File: src/rtl/muldiv_sequencer.sv
// ============================================================================
//  Module      : muldiv_sequencer
//  Description : Multicycle controller for the iterative mult/div unit.
//                Optional macro MULDIV_EARLY_EXIT_EN ends mult once the
//                remaining multiplier is zero.
//  Revision    : 1.0 - initial release
// ============================================================================
`default_nettype none

module muldiv_sequencer #(
    parameter int ITER  = 32,
    parameter int CNT_W = 6
) (
    input  logic             clk,
    input  logic             reset_n,
    input  logic             Start,
    input  logic [1:0]       OpSel,
    input  logic             DivisorZero,
    input  logic             MplierZero,
    output logic             Busy,
    output logic             LoadOps,
    output logic             StepMul,
    output logic             StepDiv,
    output logic             HiLoWrite,
    output logic             DivZeroExc,
    output logic             Done,
    output logic [CNT_W-1:0] IterCount
);

    localparam logic [1:0]       c_OP_MULT = 2'b00;
    localparam logic [1:0]       c_OP_RSVD = 2'b11;
    localparam logic [CNT_W-1:0] c_LAST    = CNT_W'(ITER - 1);

    typedef enum logic [2:0] {
        S_IDLE  = 3'd0,
        S_LOAD  = 3'd1,
        S_RUN   = 3'd2,
        S_WRITE = 3'd3,
        S_EXC   = 3'd4
    } state_t;

    state_t           r_state;
    state_t           w_state_next;
    logic [1:0]       r_op;
    logic [CNT_W-1:0] r_cnt;
    logic             w_is_mult;
    logic             w_early_exit;

    assign w_is_mult = (r_op == c_OP_MULT);

`ifdef MULDIV_EARLY_EXIT_EN
    // Remaining multiplier bits are all zero: further steps would only add zero.
    assign w_early_exit = (r_state == S_RUN) && w_is_mult && MplierZero;
`else
    logic w_unused_mplier;
    assign w_unused_mplier = MplierZero;
    assign w_early_exit    = 1'b0;
`endif

    always_ff @(posedge clk or negedge reset_n) begin
        if (!reset_n) begin
            r_state <= S_IDLE;
            r_op    <= c_OP_MULT;
            r_cnt   <= '0;
        end else begin
            r_state <= w_state_next;
            if (r_state == S_IDLE && Start && OpSel != c_OP_RSVD) begin
                r_op <= OpSel;
            end
            if (r_state == S_LOAD) begin
                r_cnt <= '0;
            end else if (r_state == S_RUN && r_cnt != c_LAST) begin
                r_cnt <= r_cnt + 1'b1;
            end
        end
    end

    always_comb begin
        w_state_next = r_state;
        case (r_state)
            S_IDLE: begin
                if (Start && OpSel != c_OP_RSVD) begin
                    w_state_next = S_LOAD;
                end
            end
            S_LOAD: begin
                if (!w_is_mult && DivisorZero) begin
                    w_state_next = S_EXC;
                end else begin
                    w_state_next = S_RUN;
                end
            end
            S_RUN: begin
                if (w_early_exit || r_cnt == c_LAST) begin
                    w_state_next = S_WRITE;
                end
            end
            S_WRITE: w_state_next = S_IDLE;
            S_EXC:   w_state_next = S_IDLE;
            default: w_state_next = S_IDLE;
        endcase
    end

    always_comb begin
        Busy       = (r_state != S_IDLE);
        LoadOps    = (r_state == S_LOAD);
        StepMul    = (r_state == S_RUN) && w_is_mult && !w_early_exit;
        StepDiv    = (r_state == S_RUN) && !w_is_mult;
        HiLoWrite  = (r_state == S_WRITE);
        DivZeroExc = (r_state == S_EXC);
        Done       = (r_state == S_WRITE) || (r_state == S_EXC);
    end

    assign IterCount = r_cnt;

endmodule

`default_nettype wire

File: config.mk
export PLATFORM = sky130hd
export DESIGN_NAME = muldiv_sequencer
export DESIGN_NICKNAME = d
export VERILOG_FILES = /design/src/rtl/muldiv_sequencer.sv
export SDC_FILE = /design/constraint.sdc
export NUM_CORES = 1
export LEC_CHECK = 0
export ABC_AREA = 1
export CAP_MARGIN = 0
export CORE_UTILIZATION = 43
export DETAILED_ROUTE_END_ITERATION = 8
export PLACE_DENSITY = 0.77
export SKIP_CTS_REPAIR_TIMING = 1
export SLEW_MARGIN = 20
export SYNTH_ARGS = -nofsm -noshare
export SYNTH_HDL_FRONTEND = slang
export SYNTH_SLANG_ARGS = --single-unit
File: constraint.sdc
create_clock -name clk -period 1.4 [get_ports clk]
set_input_delay 0.28 -clock clk [delete_from_list [all_inputs] [get_ports clk]]
set_output_delay 0.28 -clock clk [all_outputs]
set_load 0.005 [all_outputs]
==> results of run 1 <==
power by group through the flow:
stage          registers, W  logic (W)  clock network [W]
2_1_floorplan      0.000551   0.000461                  0
3_3_place_gp       0.000548   0.000946                  0
3_5_place_dp       0.000552   0.000963                  0
4_1_cts            0.000548   0.000968           0.000212
5_1_grt            0.000558    0.00130           0.000231
6_report           0.000544    0.00118           0.000217
cell families after synthesis:
group | share of synthesized area (%)
simple gates | 39.5
flops | 45.0
buf+inv | 6.14
compound gates | 7.36
fa+ha+maj | 2.04
per-layer routing:
metal  GRT usage [%]  vias to the layer above  part of all wire [%]
met5               0                        -                     0
met1            22.3                      332                    40
li1                -                      340                     -
met4            12.9                        0                   1.9
met2            32.0                       36                    51
met3            3.41                        5                   7.5
sequential cells by signal (all words and copies together), names as in the netlist:
| signal | cells |
|---|---|
| r_op | 2 |
| IterCount | 6 |
| r_state | 3 |
cell usage after synthesis:
library cell,instances
sky130_fd_sc_hd__a21oi_1,2
sky130_fd_sc_hd__a31oi_1,1
sky130_fd_sc_hd__dfrtp_1,11
sky130_fd_sc_hd__ha_1,1
sky130_fd_sc_hd__inv_1,10
sky130_fd_sc_hd__nand2_1,29
sky130_fd_sc_hd__nand2_2,1
sky130_fd_sc_hd__nand3_1,4
sky130_fd_sc_hd__nand4_1,3
sky130_fd_sc_hd__nor2_1,6
sky130_fd_sc_hd__nor2_2,1
sky130_fd_sc_hd__nor2_4,3
sky130_fd_sc_hd__nor3_1,1
sky130_fd_sc_hd__nor3b_1,1
sky130_fd_sc_hd__o21ai_0,3
sky130_fd_sc_hd__o21bai_1,1
sky130_fd_sc_hd__o22ai_1,1
sky130_fd_sc_hd__or2_2,2
per-stage QoR:
| stage | cell area [µm²] | total power, W | setup TNS [ns] |
|---|---|---|---|
| after global placement | 856 | 0.00149 | -0.632 |
| after detailed placement | 856 | 0.00151 | -0.721 |
| after floorplan | 612 | 0.00101 | 0 |
| after global routing | 1020 | 0.00208 | -0.523 |
| final | 1020 | 0.00194 | -0.0475 |
| after CTS | 882 | 0.00173 | -3.34 |
final cells by class:
cell class                 instances  area share (%)
multi-input combinational         60            33.9
sequential                        11            27.3
timing repair buffer              35            30.4
inverter                          10            3.94
tap                               15            1.85
clock buffer                       4            2.59
final timing paths:
| check | start | end | slack, ns | cells after the start |
|---|---|---|---|---|
| setup / recovery | r_state[0] | Done | -0.01 | 3 |
| setup reg to reg | IterCount[1] | IterCount[3] | 0.02 | 7 |
| hold reg to reg | IterCount[4] | IterCount[4] | 0.50 | 2 |
| hold / removal | reset_n | IterCount[4] | 0.34 | 1 |
| min in group clk | IterCount[4] | IterCount[4] | 0.50 | 2 |
| max in group asynchronous | reset_n | IterCount[2] | 0.69 | 1 |
==> impl_metrics.yaml, run 1 <==
outcome:
  status: "complete, but fails checks"
  violations: "setup timing"
global_routing:
  globalRouteOverflowTotal: 0
  globalRouteTotalUtil_pct: 19.3
  number_of_global_route_vias_before_repair: 489
  grt_start_max_net_pins: 12
  global_route_wire_length_before_repair_um: 1980
  antenna_found_initial: 0
setup_path:
  worst-path-max-fanout: 3
  critPathCaptureType: "output port"
  cp_slowest_stage_delay_ns: 0.41
  critical_path.top_delay_family: "flip-flops"
  worstSetupPathType: "flip-flop to output port"
  crit_buf_inv: 1
  ordered_cell_list_for_the_critical_path: "or2_4 > o22ai_2 > buf_2"
  timing.critical_path.arrival_ns: 1.13
  worst_path_slowest_cell: "sky130_fd_sc_hd__dfrtp_1"
  worst_setup_path_start_kind: "flip-flop"
  required_ns: 1.12
placement:
  placedCellCount: 120
  detailedPlace.worstSlack_ns: -0.176
  io_buffers: 18
  dpl.hpwl_um: 989
  routabilityCongestion: 0.746
die:
  dieArea_mm2: 0.00158
  num_io_pins: 20
  rows: 13
  start_util_pct: 46.4
  chipHeight_um: 39.7
  chipWidth_um: 39.7
  core-area_mm2: 0.00132
finish:
  layout_common_cells: "26 x sky130_fd_sc_hd__nand2_1, 17 x sky130_fd_sc_hd__buf_4, 9 x sky130_fd_sc_hd__dfrtp_1"
  post_layout_nonfiller_instances: 135
  fill_cells: 94
  layout.cells.most_common: "sky130_fd_sc_hd__nand2_1"
  nets: 129
  fraction_of_layout_instances_using_a_drive_strength_above_1_pct: 37.5
  utilization_pct: 77.1
  areaGrowthSynthToFinish_pct: 66.1
  area.sequential_um2: 278
  insertedDiodeCount: 0
  multi_input_comb_area_um2: 344
pwr:
  p_seq_share_pct: 28.0
  p_switching_w: 0.000793
  sw_frac_of_total_pct: 40.8
  power.leakage_nw: 0.631
  power_frac_comb_pct: 60.8
  power.clock.fraction_pct: 11.2
  power_report.internal_total_w: 0.00115
  power.density_cell_area_mw_per_mm2: 1910
  worst_ir_drop_vdd_v: 0.00129
hold_path:
  hold_path_class: "input pin to async pin"
clocking:
  cts_root_buffer: "sky130_fd_sc_hd__clkbuf_4"
  tritoncts: "yes"
  clkSinkCount: 11
  htree_levels: 1
  cts-buffers-inserted: 3
  clk_transition_reported_paths_ns: 0.07
  cts.path.max_buffers: 2
  worstSkewPairLatency_ns: 0.28
flow_run:
  max_cap_violations: 0
logic_synthesis:
  synth_largest_type_area_fraction_pct: 45.0
  syn_inst_count: 81
  netlist_area_um2: 612
  yosys_warnings: 0
  synth.lib_cells_used.distinct: 18
  ys_seq_elements: 11
  synth_seq_area_share_pct: 45.0
  ys_top_cells_by_area: "sky130_fd_sc_hd__dfrtp_1 45%, sky130_fd_sc_hd__nand2_1 18%, sky130_fd_sc_hd__inv_1 6.1%, sky130_fd_sc_hd__nor2_4 5.5%, sky130_fd_sc_hd__nor2_1 3.7%"
  synth.largest_area_cell: "sky130_fd_sc_hd__dfrtp_1"
  total_nets_after_synthesis: 89
  syn-mean-instance-area_um2: 7.55
drt:
  detailedRoute.firstIterationViolations: 18
  remaining_drc_errors: 0
  routed_wirelength_um: 1670
  dr.pass1.iters: 4
  detail_route.vias_per_cell: 5.28
  antenna_violating_nets_post_route: 0
  post_drt_wl_per_cell_um: 12.4
  routed-via-count: 713
sta:
  setup_repair_after_global_routing_missed_its_margin: "yes"
  period_needed_ns: 1.41
  timing.clock.skew_ns: 0.00597
  tightest_slew_ns: 0.507
  maxClockFrequency_ghz: 0.707
  worst_slew_margin_rel_pct: 66.1
  finalWorstSetupSlack_ns: -0.0146
  finalMaxSlewViolations: 0
  setup_viol_count_final: 4
  timing.final.hold_violations: 0
  fin_hold_ws_ns: 0.339
  layout_worst_path_cycle_share_pct: 101
(Power assumes the default switching activity.)
==> inputs of run 2 (changes only) <==
- PLACE_DENSITY: 0.77 -> 0.76
- SLEW_MARGIN: 20 -> 10
==> run 2 against run 1 <==
Effect of this change: the flow still finishes with violations (setup timing); die area unchanged; clock power fell by 2%; global-route usage decreased by 0.63 points; register-to-register slack gained 0.07 ns; final cell count fell by 3.7%; critical path type unchanged; largest cell class unchanged; highest routed layer unchanged.
==> impl_metrics.yaml, run 2 (synthesized netlist as in run 1, its figures left out) <==
outcome:
  status: "complete, but fails checks"
  violations: "setup timing"
drt:
  routed_wirelength_um: 1410
  detail_route.vias_per_cell: 4.95
  antenna_violating_nets_post_route: 0
  remaining_drc_errors: 0
  post_drt_wl_per_cell_um: 10.8
  dr.pass1.iters: 4
  detailedRoute.firstIterationViolations: 18
  routed-via-count: 644
finish:
  nets: 124
  utilization_pct: 73.2
  largest_reg_flops: 6
  areaGrowthSynthToFinish_pct: 57.7
  layout_common_cells: "27 x sky130_fd_sc_hd__nand2_1, 12 x sky130_fd_sc_hd__buf_4, 9 x sky130_fd_sc_hd__inv_1"
  layout.cells.most_common: "sky130_fd_sc_hd__nand2_1"
  insertedDiodeCount: 0
  fraction_of_layout_instances_using_a_drive_strength_above_1_pct: 33.9
placement:
  io_buffers: 18
  routabilityCongestion: 0.756
  dpl.hpwl_um: 930
clocking:
  cts_root_buffer: "sky130_fd_sc_hd__clkbuf_4"
  htree_levels: 1
  clkSinkCount: 11
  cts.path.max_buffers: 2
  tritoncts: "yes"
  cts-buffers-inserted: 3
  worstSkewPairLatency_ns: 0.27
  clk_transition_reported_paths_ns: 0.07
setup_path:
  cp-startpoint: "r_state[0]"
  worstSetupPathType: "flip-flop to output port"
  critPathCaptureType: "output port"
  required_ns: 1.12
  setup.worst_path.end: "Done"
  regToRegSetupSlack_ns: 0.09
  worst_setup_path_start_kind: "flip-flop"
  worst-path-max-fanout: 3
  worstRegToRegCells: 8
  worstReg2RegStart: "IterCount[2]"
  r2r_end: "IterCount[0]"
  timing.critical_path.arrival_ns: 1.13
global_routing:
  grt_start_max_net_pins: 12
  globalRouteOverflowTotal: 0
  antenna_found_initial: 0
  global_route_wire_length_before_repair_um: 1860
  number_of_global_route_vias_before_repair: 505
  globalRouteTotalUtil_pct: 18.7
die:
  dieArea_mm2: 0.00158
  chipHeight_um: 39.7
  rows: 13
  start_util_pct: 46.4
  chipWidth_um: 39.7
  core-area_mm2: 0.00132
  num_io_pins: 20
sta:
  timing.clock.skew_ns: 0.00377
  finalWorstSetupSlack_ns: -0.0138
  finalMaxSlewViolations: 0
  worst_slew_margin_rel_pct: 67.3
  fin_hold_ws_ns: 0.339
  period_needed_ns: 1.41
  maxClockFrequency_ghz: 0.707
  setup_viol_count_final: 2
  setup_repair_after_global_routing_missed_its_margin: "yes"
  tightest_slew_ns: 0.489
  timing.final.hold_violations: 0
  layout_worst_path_cycle_share_pct: 101
flow_run:
  max_cap_violations: 0
pwr:
  power.density_cell_area_mw_per_mm2: 1880
  power.leakage_nw: 0.596
  worst_ir_drop_vdd_v: 0.00134
hold_path:
  hold_path_class: "input pin to async pin"
run 2: area by class of cell:
class                           instances  area, µm²
Fill cell                             104        353
Timing Repair Buffer                   30        265
Sequential cell                        11        279
Inverter                               10       37.5
Multi-Input combinational cell         60        338
Tap cell                               15       18.8
Clock buffer                            4       26.3
run 2: how the worst min path moves through the flow:
stage                         to  slack [ns]          from  cells after the start
global route             r_op[1]        0.38       reset_n                      1
global placement    IterCount[0]        0.53  IterCount[0]                      2
finish              IterCount[4]        0.34       reset_n                      1
floorplan           IterCount[0]       -0.02       reset_n                      0
detailed placement  IterCount[4]        0.54  IterCount[4]                      2
CTS                 IterCount[4]        0.35       reset_n                      1
run 2: critical path, stage by stage (launching register included):
cell,delay [ns]
sky130_fd_sc_hd__dfrtp_1,0.40
sky130_fd_sc_hd__or2_4,0.24
sky130_fd_sc_hd__o22ai_1,0.09
sky130_fd_sc_hd__buf_2,0.13
run 2: layer usage:
layer	routed length, µm	global-route usage [%]	vias up
met5	0	0	-
met4	27	12.9	0
met3	81	3.41	4
met2	724	32.4	19
met1	576	20.1	292
li1	-	-	329
run 2: metrics by stage:
step | worst slack (ns) | std cells | total power, W | instance area [µm²] | TNS [ns]
floorplan | 0.170 | 81 | 0.00101 | 612 | 0
global route | -0.116 | 130 | 0.00197 | 965 | -0.355
finish | -0.0138 | 130 | 0.00182 | 965 | -0.0244
detailed placement | -0.169 | 120 | 0.00151 | 856 | -0.693
CTS | -0.464 | 124 | 0.00173 | 882 | -3.37
global placement | -0.164 | 120 | 0.00150 | 856 | -0.606
run 2: where the power goes:
group	switching, W	total, W	internal (W)
clock network	0.000103	0.000213	0.000110
registers	0.000116	0.000558	0.000441
logic	0.000511	0.00104	0.000533
total	0.000731	0.00182	0.00108
